### config.mk
export PLATFORM = sky130hd
export DESIGN_NAME = rbm_gemv_engine
export DESIGN_NICKNAME = d
export VERILOG_FILES = /design/src/rtl/rbm_gemv_engine.sv
export SDC_FILE = /design/constraint.sdc
export NUM_CORES = 2
export LEC_CHECK = 0
export CAP_MARGIN = 10
export CORE_AREA = 2 2 340 342
export CTS_CLUSTER_SIZE = 8
export DETAILED_ROUTE_END_ITERATION = 6
export DIE_AREA = 0 0 342 344
export GPL_TIMING_DRIVEN = 0
export SLEW_MARGIN = 20
export SYNTH_ARGS = -nofsm -noshare
export SYNTH_HDL_FRONTEND = slang
export SYNTH_SLANG_ARGS = --single-unit
export TNS_END_PERCENT = 10
### constraint.sdc
create_clock -name clk -period 25.4 [get_ports clk]
set_input_delay 3.81 -clock clk [delete_from_list [all_inputs] [get_ports clk]]
set_output_delay 3.81 -clock clk [all_outputs]
set_load 0.02 [all_outputs]
### src/rtl/rbm_gemv_engine.sv
// RBM visible->hidden GEMV engine: LANES hidden units per group accumulate v*w over
// the visible vector, then a hard-sigmoid gives probabilities or LFSR-sampled bits.
module rbm_gemv_engine #(
  parameter int          I_DIM     = 256,
  parameter int          H_DIM     = 64,
  parameter int          LANES     = 4,
  parameter int          ACC_W     = 32,
  parameter logic [15:0] LFSR_SEED = 16'hACE1,
  localparam int         GROUPS    = H_DIM / LANES,
  localparam int         IW        = $clog2(I_DIM),
  localparam int         GW        = (GROUPS > 1) ? $clog2(GROUPS) : 1,
  localparam int         HW        = $clog2(H_DIM),
  localparam int         LW        = (LANES > 1) ? $clog2(LANES) : 1
) (
  input  logic                     clk,
  input  logic                     rst,
  input  logic                     start,
  input  logic                     sample_en,
  output logic                     busy,
  output logic                     done,
  output logic [IW-1:0]            v_addr,
  input  logic [7:0]               v_data,
  output logic [GW+IW-1:0]         w_addr,
  input  logic [16*LANES-1:0]      w_data,
  output logic [GW-1:0]            b_addr,
  input  logic [ACC_W*LANES-1:0]   b_data,
  output logic                     p_valid,
  input  logic                     p_ready,
  output logic [15:0]              p_data,
  output logic [HW-1:0]            p_idx
);

  localparam logic [2:0] S_IDLE  = 3'd0;
  localparam logic [2:0] S_BIAS  = 3'd1;
  localparam logic [2:0] S_ACC   = 3'd2;
  localparam logic [2:0] S_FLUSH = 3'd3;
  localparam logic [2:0] S_OUT   = 3'd4;

  localparam logic signed [ACC_W-1:0] ACC_MAX = {1'b0, {(ACC_W-1){1'b1}}};
  localparam logic signed [ACC_W-1:0] ACC_MIN = {1'b1, {(ACC_W-1){1'b0}}};

  logic [2:0]              state;
  logic [GW-1:0]           g;
  logic [IW-1:0]           i;
  logic [LW-1:0]           lane;
  logic                    smp;
  logic                    done_q;
  logic [15:0]             lfsr;
  logic [15:0]             lfsr_nxt;
  logic                    first_acc;
  logic [15:0]             sel_prob;
  logic signed [ACC_W-1:0] acc     [LANES];
  logic signed [ACC_W-1:0] acc_nxt [LANES];
  logic [15:0]             act_nxt [LANES];
  logic [15:0]             prob    [LANES];

  function automatic logic signed [ACC_W-1:0] sat_add(input logic signed [ACC_W-1:0] a,
                                                      input logic signed [ACC_W-1:0] b);
    logic [ACC_W:0] s;
    s = {a[ACC_W-1], a} + {b[ACC_W-1], b};
    if (s[ACC_W] != s[ACC_W-1]) return s[ACC_W] ? ACC_MIN : ACC_MAX;
    return s[ACC_W-1:0];
  endfunction

  function automatic logic signed [ACC_W-1:0] mac(input logic signed [ACC_W-1:0] base,
                                                  input logic signed [7:0]       v,
                                                  input logic signed [15:0]      w);
    logic signed [23:0] prod;
    prod = v * w;
    return sat_add(base, ACC_W'(prod));
  endfunction

  // Hard sigmoid 0.5 + x/4 in Q0.16, clamped to [0, 65535].
  function automatic logic [15:0] hsig(input logic signed [ACC_W-1:0] a);
    logic signed [ACC_W:0] t;
    t = {a[ACC_W-1], a};
    t = (t >>> 8) + (ACC_W+1)'(32768);
    if (t[ACC_W]) return 16'h0000;
    if (|t[ACC_W-1:16]) return 16'hFFFF;
    return t[15:0];
  endfunction

  // The pair arriving in the first ACC cycle belongs to i=0 and is added onto the bias.
  assign first_acc = (state == S_ACC) && (i == IW'(1));

  always_comb begin
    for (int l = 0; l < LANES; l++) begin
      acc_nxt[l] = mac(first_acc ? $signed(b_data[ACC_W*l +: ACC_W]) : acc[l],
                       v_data, w_data[16*l +: 16]);
      act_nxt[l] = hsig(acc_nxt[l]);
    end
  end

  assign lfsr_nxt = {lfsr[14:0], lfsr[15] ^ lfsr[13] ^ lfsr[12] ^ lfsr[10]};
  assign sel_prob = prob[lane];

  assign busy    = (state != S_IDLE);
  assign p_valid = (state == S_OUT);
  assign done    = done_q;
  assign v_addr  = i;
  assign w_addr  = {g, i};
  assign b_addr  = g;
  assign p_data  = smp ? ((sel_prob > lfsr) ? 16'hFFFF : 16'h0000) : sel_prob;
  assign p_idx   = HW'(int'(g) * LANES + int'(lane));

  // NOTE: sequential state uses non-blocking assignments only, so every register
  // samples the pre-edge values no matter the statement order below.
  always_ff @(posedge clk or posedge rst) begin
    if (rst) begin
      state  <= S_IDLE;
      g      <= '0;
      i      <= '0;
      lane   <= '0;
      smp    <= 1'b0;
      done_q <= 1'b0;
      lfsr   <= LFSR_SEED;
      // NOTE: acc and prob are small flop banks, not RAM, so they take the reset too.
      for (int l = 0; l < LANES; l++) begin
        acc[l]  <= '0;
        prob[l] <= '0;
      end
    end else begin
      done_q <= 1'b0;
      case (state)
        S_IDLE: begin
          if (start) begin
            state <= S_BIAS;
            g     <= '0;
            i     <= '0;
            lane  <= '0;
            smp   <= sample_en;
          end
        end
        S_BIAS: begin
          state <= S_ACC;
          i     <= IW'(1);
        end
        S_ACC: begin
          acc <= acc_nxt;
          if (i == IW'(I_DIM - 1)) state <= S_FLUSH;
          else                     i     <= i + IW'(1);
        end
        S_FLUSH: begin
          acc   <= acc_nxt;
          prob  <= act_nxt;
          lane  <= '0;
          state <= S_OUT;
        end
        S_OUT: begin
          if (p_ready) begin
            lfsr <= lfsr_nxt;
            if (lane == LW'(LANES - 1)) begin
              lane <= '0;
              if (g == GW'(GROUPS - 1)) begin
                state  <= S_IDLE;
                done_q <= 1'b1;
              end else begin
                g     <= g + GW'(1);
                i     <= '0;
                state <= S_BIAS;
              end
            end else begin
              lane <= lane + LW'(1);
            end
          end
        end
        default: state <= S_IDLE;
      endcase
    end
  end

endmodule

==> results.sh <==
export IMPL_r2r_end="prob[3]"
export IMPL_cts_root_buf="clkbuf_16"
export IMPL_hold_violations=0
export IMPL_ys_ff_latch=227
export IMPL_ioPinCount=254
export IMPL_synth_seq_area_share_pct=14.4
export IMPL_post_drt_wl_per_cell_um=24.0
export IMPL_synthFlopType="dfrtp_1"
export IMPL_synth_common_cells="fa_1 (656), nand2_1 (442), inv_1 (404)"
export IMPL_drive_above_1_share_pct=6.05
export IMPL_synth_edf_count=0
export IMPL_yosysUniqueCellTypes=98
export IMPL_syn_area_per_cell_um2=9.58
export IMPL_yosysMostFrequentCell="fa_1"
export IMPL_die_area_um2=118000
export IMPL_htreeDepth=2
export IMPL_port_buffers=246
export IMPL_syn_inst=4129
export IMPL_drt_initial_drc_count=2616
export IMPL_postRouteAntennaNets=0
export IMPL_dp_slack_ns=9.63
export IMPL_clk_insertion_delay_late_ns=0.57
export IMPL_timing_critical_path_to_type="flip-flop"
export IMPL_drv_slew=0
export IMPL_hold_end="lfsr[4]"
export IMPL_clock_fmax_mhz=65.8
export IMPL_rows=124
export IMPL_synth_xor_area_share_pct=2.57
export IMPL_worstSetupPathType="in -> reg"
export IMPL_postLayoutSetupSlackWorst_ns=10.20
export IMPL_yosys_area_top_type="fa_1"
export IMPL_cts_resized=0
export IMPL_setup_viol=0
export IMPL_grt_pass1_wl_mm=215
export IMPL_cp_arrival_ns=15.60
export IMPL_synth_nets=5306
export IMPL_cts_buffers=37
export IMPL_rsz0062_at_grt="no"
export IMPL_cts_max_path_buffers=3
export IMPL_netlist_top_cells_area="fa_1 (33%), dfrtp_1 (14%), ha_1 (10%)"
export IMPL_synthMuxAreaShare_pct=4.81
export IMPL_path_max_fanout=13
export IMPL_fin_crit_ns=15.20
export IMPL_clock_skew_ns=0.0329
export IMPL_run_status="finished, violations left"
export IMPL_ys_async_sr_fraction_pct=100
export IMPL_grt_max_degree=87
export IMPL_synth_top_area_share_pct=33.2
export IMPL_initial_core_util_pct=34.7
export IMPL_cts_setup_buffers=0
export IMPL_reg2reg_slack_ns=12.82
export IMPL_areaGrowthSynthToFinish_pct=14.4
export IMPL_num_vias=32371
export IMPL_max_stage_delay_ns=0.88
export IMPL_syn_area_um2=39600
export IMPL_synth_compound_area_share_pct=13.1
export IMPL_cts_tree="built"
export IMPL_crit_top_cell="fa_1"
export IMPL_reg2reg_depth=37
export IMPL_violations="design-rule violations"
export IMPL_fp_dieW_um=342
export IMPL_crit_buf_inv=9
export IMPL_tightest_slew_ns=1.24
export IMPL_cts_num_sinks=227
export IMPL_hpwl_mm=117
export IMPL_drc=1
export IMPL_gr_usage_met3_pct=3.93
export IMPL_maxCapViolCount=0
export IMPL_grt_pass1_vias=33264
export IMPL_track_usage_pct=24.5
export IMPL_antenna_found_initial=5
export IMPL_clk_pin_slew_ns=0.05
export IMPL_cts_hold_buffers=0
export IMPL_maxSlewHeadroom_pct=17.3
export IMPL_r2r_start="state[0]"
export IMPL_dr_pass1_iters=7
export IMPL_yosysWarningCount=0
export IMPL_finalCritPeriodShare_pct=59.8
export IMPL_start_kind="primary input"
export IMPL_grt_use_met2_pct=39.7
export IMPL_gp_congestion=0.955
export IMPL_hold_path_depth=2
export IMPL_totalWireLength_mm=143
export IMPL_slowest_stage="clkdlybuf4s50_1"
export IMPL_fin_setup_tns_ns=0
export IMPL_cpLargestDelayFamily="adder cells"
export IMPL_synth_fa_ha_area_share_pct=43.5
export IMPL_met1_usage_pct=32.9
export IMPL_hp_start="lfsr[3]"
export IMPL_coreArea_um2=114000
export IMPL_cp_required_ns=25.80
export IMPL_die_h_um=344
export IMPL_worstHoldPathType="reg -> reg"
export IMPL_grt_overflow=0
export IMPL_num_nets_final=5599
export IMPL_yosys_area_share_simple_pct=15.4
export IMPL_top_usage_layer="met2"
export IMPL_avgViaCountPerCell=5.43
export IMPL_synth_top_family_by_area="adder cells"
[layout make-up]
cell class                 count  area, um^2
clock inverter                 6        91.3
sequential                   227        5690
multi-input combinational   3283       31400
antenna                        7        17.5
fill                       11364       68600
clock buffer                  54        1030
timing repair buffer         254        2630
tap                         1512        1890
inverter                     406        1530
buffer                       213         946
[routing by layer]
metal  share of wire, %  wire [um]  vias up
met5              0.011         16        -
met4                4.5       6440        2
met3                7.2      10200      194
met2                 46      66400     1178
met1                 42      59900    16563
li1                   -          -    14434
[registers in the layout, indices dropped and copies added (netlist names)]
| name | flops |
|---|---|
| state | 3 |
| done | 1 |
| acc | 128 |
| smp | 1 |
| prob | 64 |
| lane | 2 |
| lfsr | 16 |
| b_addr | 4 |
| v_addr | 8 |
[cells by family (layout without fill, tap and decap cells)]
logic type               count (synthesis)  after routing
AO/OA/AOI/OAI                          790            790
AND/OR/NAND/NOR                       1233           1233
flip-flops                             227            227
buffers and inverters                  619            933
other                                    0              7
multiplexers                           160            160
adder cells (fa/ha/maj)                984            984
XOR/XNOR                               116            116
[metrics by stage]
step	cells	hold slack (ns)	instance area, um^2	utilization (%)
2_1_floorplan	4129	0.433	39600	-
3_3_place_gp	5887	0.456	43900	38.6
3_5_place_dp	5893	0.458	44100	38.7
4_1_cts	5953	0.471	45200	39.7
5_1_grt	5957	0.484	45300	39.7
6_report	5962	0.466	45300	39.8
[worst max path at each step]
stage / to / cells past startpoint / slack (ns) / startpoint
6_report: prob[3] / 33 / 10.20 / v_data[7]
4_1_cts: prob[3] / 33 / 10.18 / v_data[7]
2_1_floorplan: prob[0] / 33 / 12.69 / v_data[0]
3_3_place_gp: prob[4] / 32 / 9.36 / v_data[6]
5_1_grt: prob[14] / 33 / 9.64 / v_data[7]
3_5_place_dp: prob[3] / 33 / 9.63 / v_data[7]
[worst reg2reg max path: cells and delay by family, from the launching register on]
kind | cells | cell delay [ns]
xor gates and xnor gates | 1 | 0.15
adders and majority gates | 8 | 3.33
buffers and inverters | 9 | 3.47
and+or+nand+nor | 5 | 1.44
AOI/OAI and AO/OA | 13 | 3.39
DFF | 1 | 0.35
muxes | 1 | 0.28
[cells in the final DEF (no fill, tap or decap), drive strengths merged, types with 19 or more instances in the layout]
cell           count
a211oi            26
a21o              77
a21oi            161
a31oi             31
a32oi             32
and2             333
and3              23
buf               45
clkbuf           229
clkdlybuf4s50    246
dfrtp            219
fa               656
ha               316
inv              406
mux2              81
mux2i             63
nand2            442
nand2b            19
nand3             38
nand4             27
nor2             212
nor2b             20
nor3              31
o21a              33
o21ai            237
o31ai             25
xnor2             77
xor2              39
Power is not shown: default switching activity piles up to over one toggle a cycle in this logic, so the estimate is an artifact.
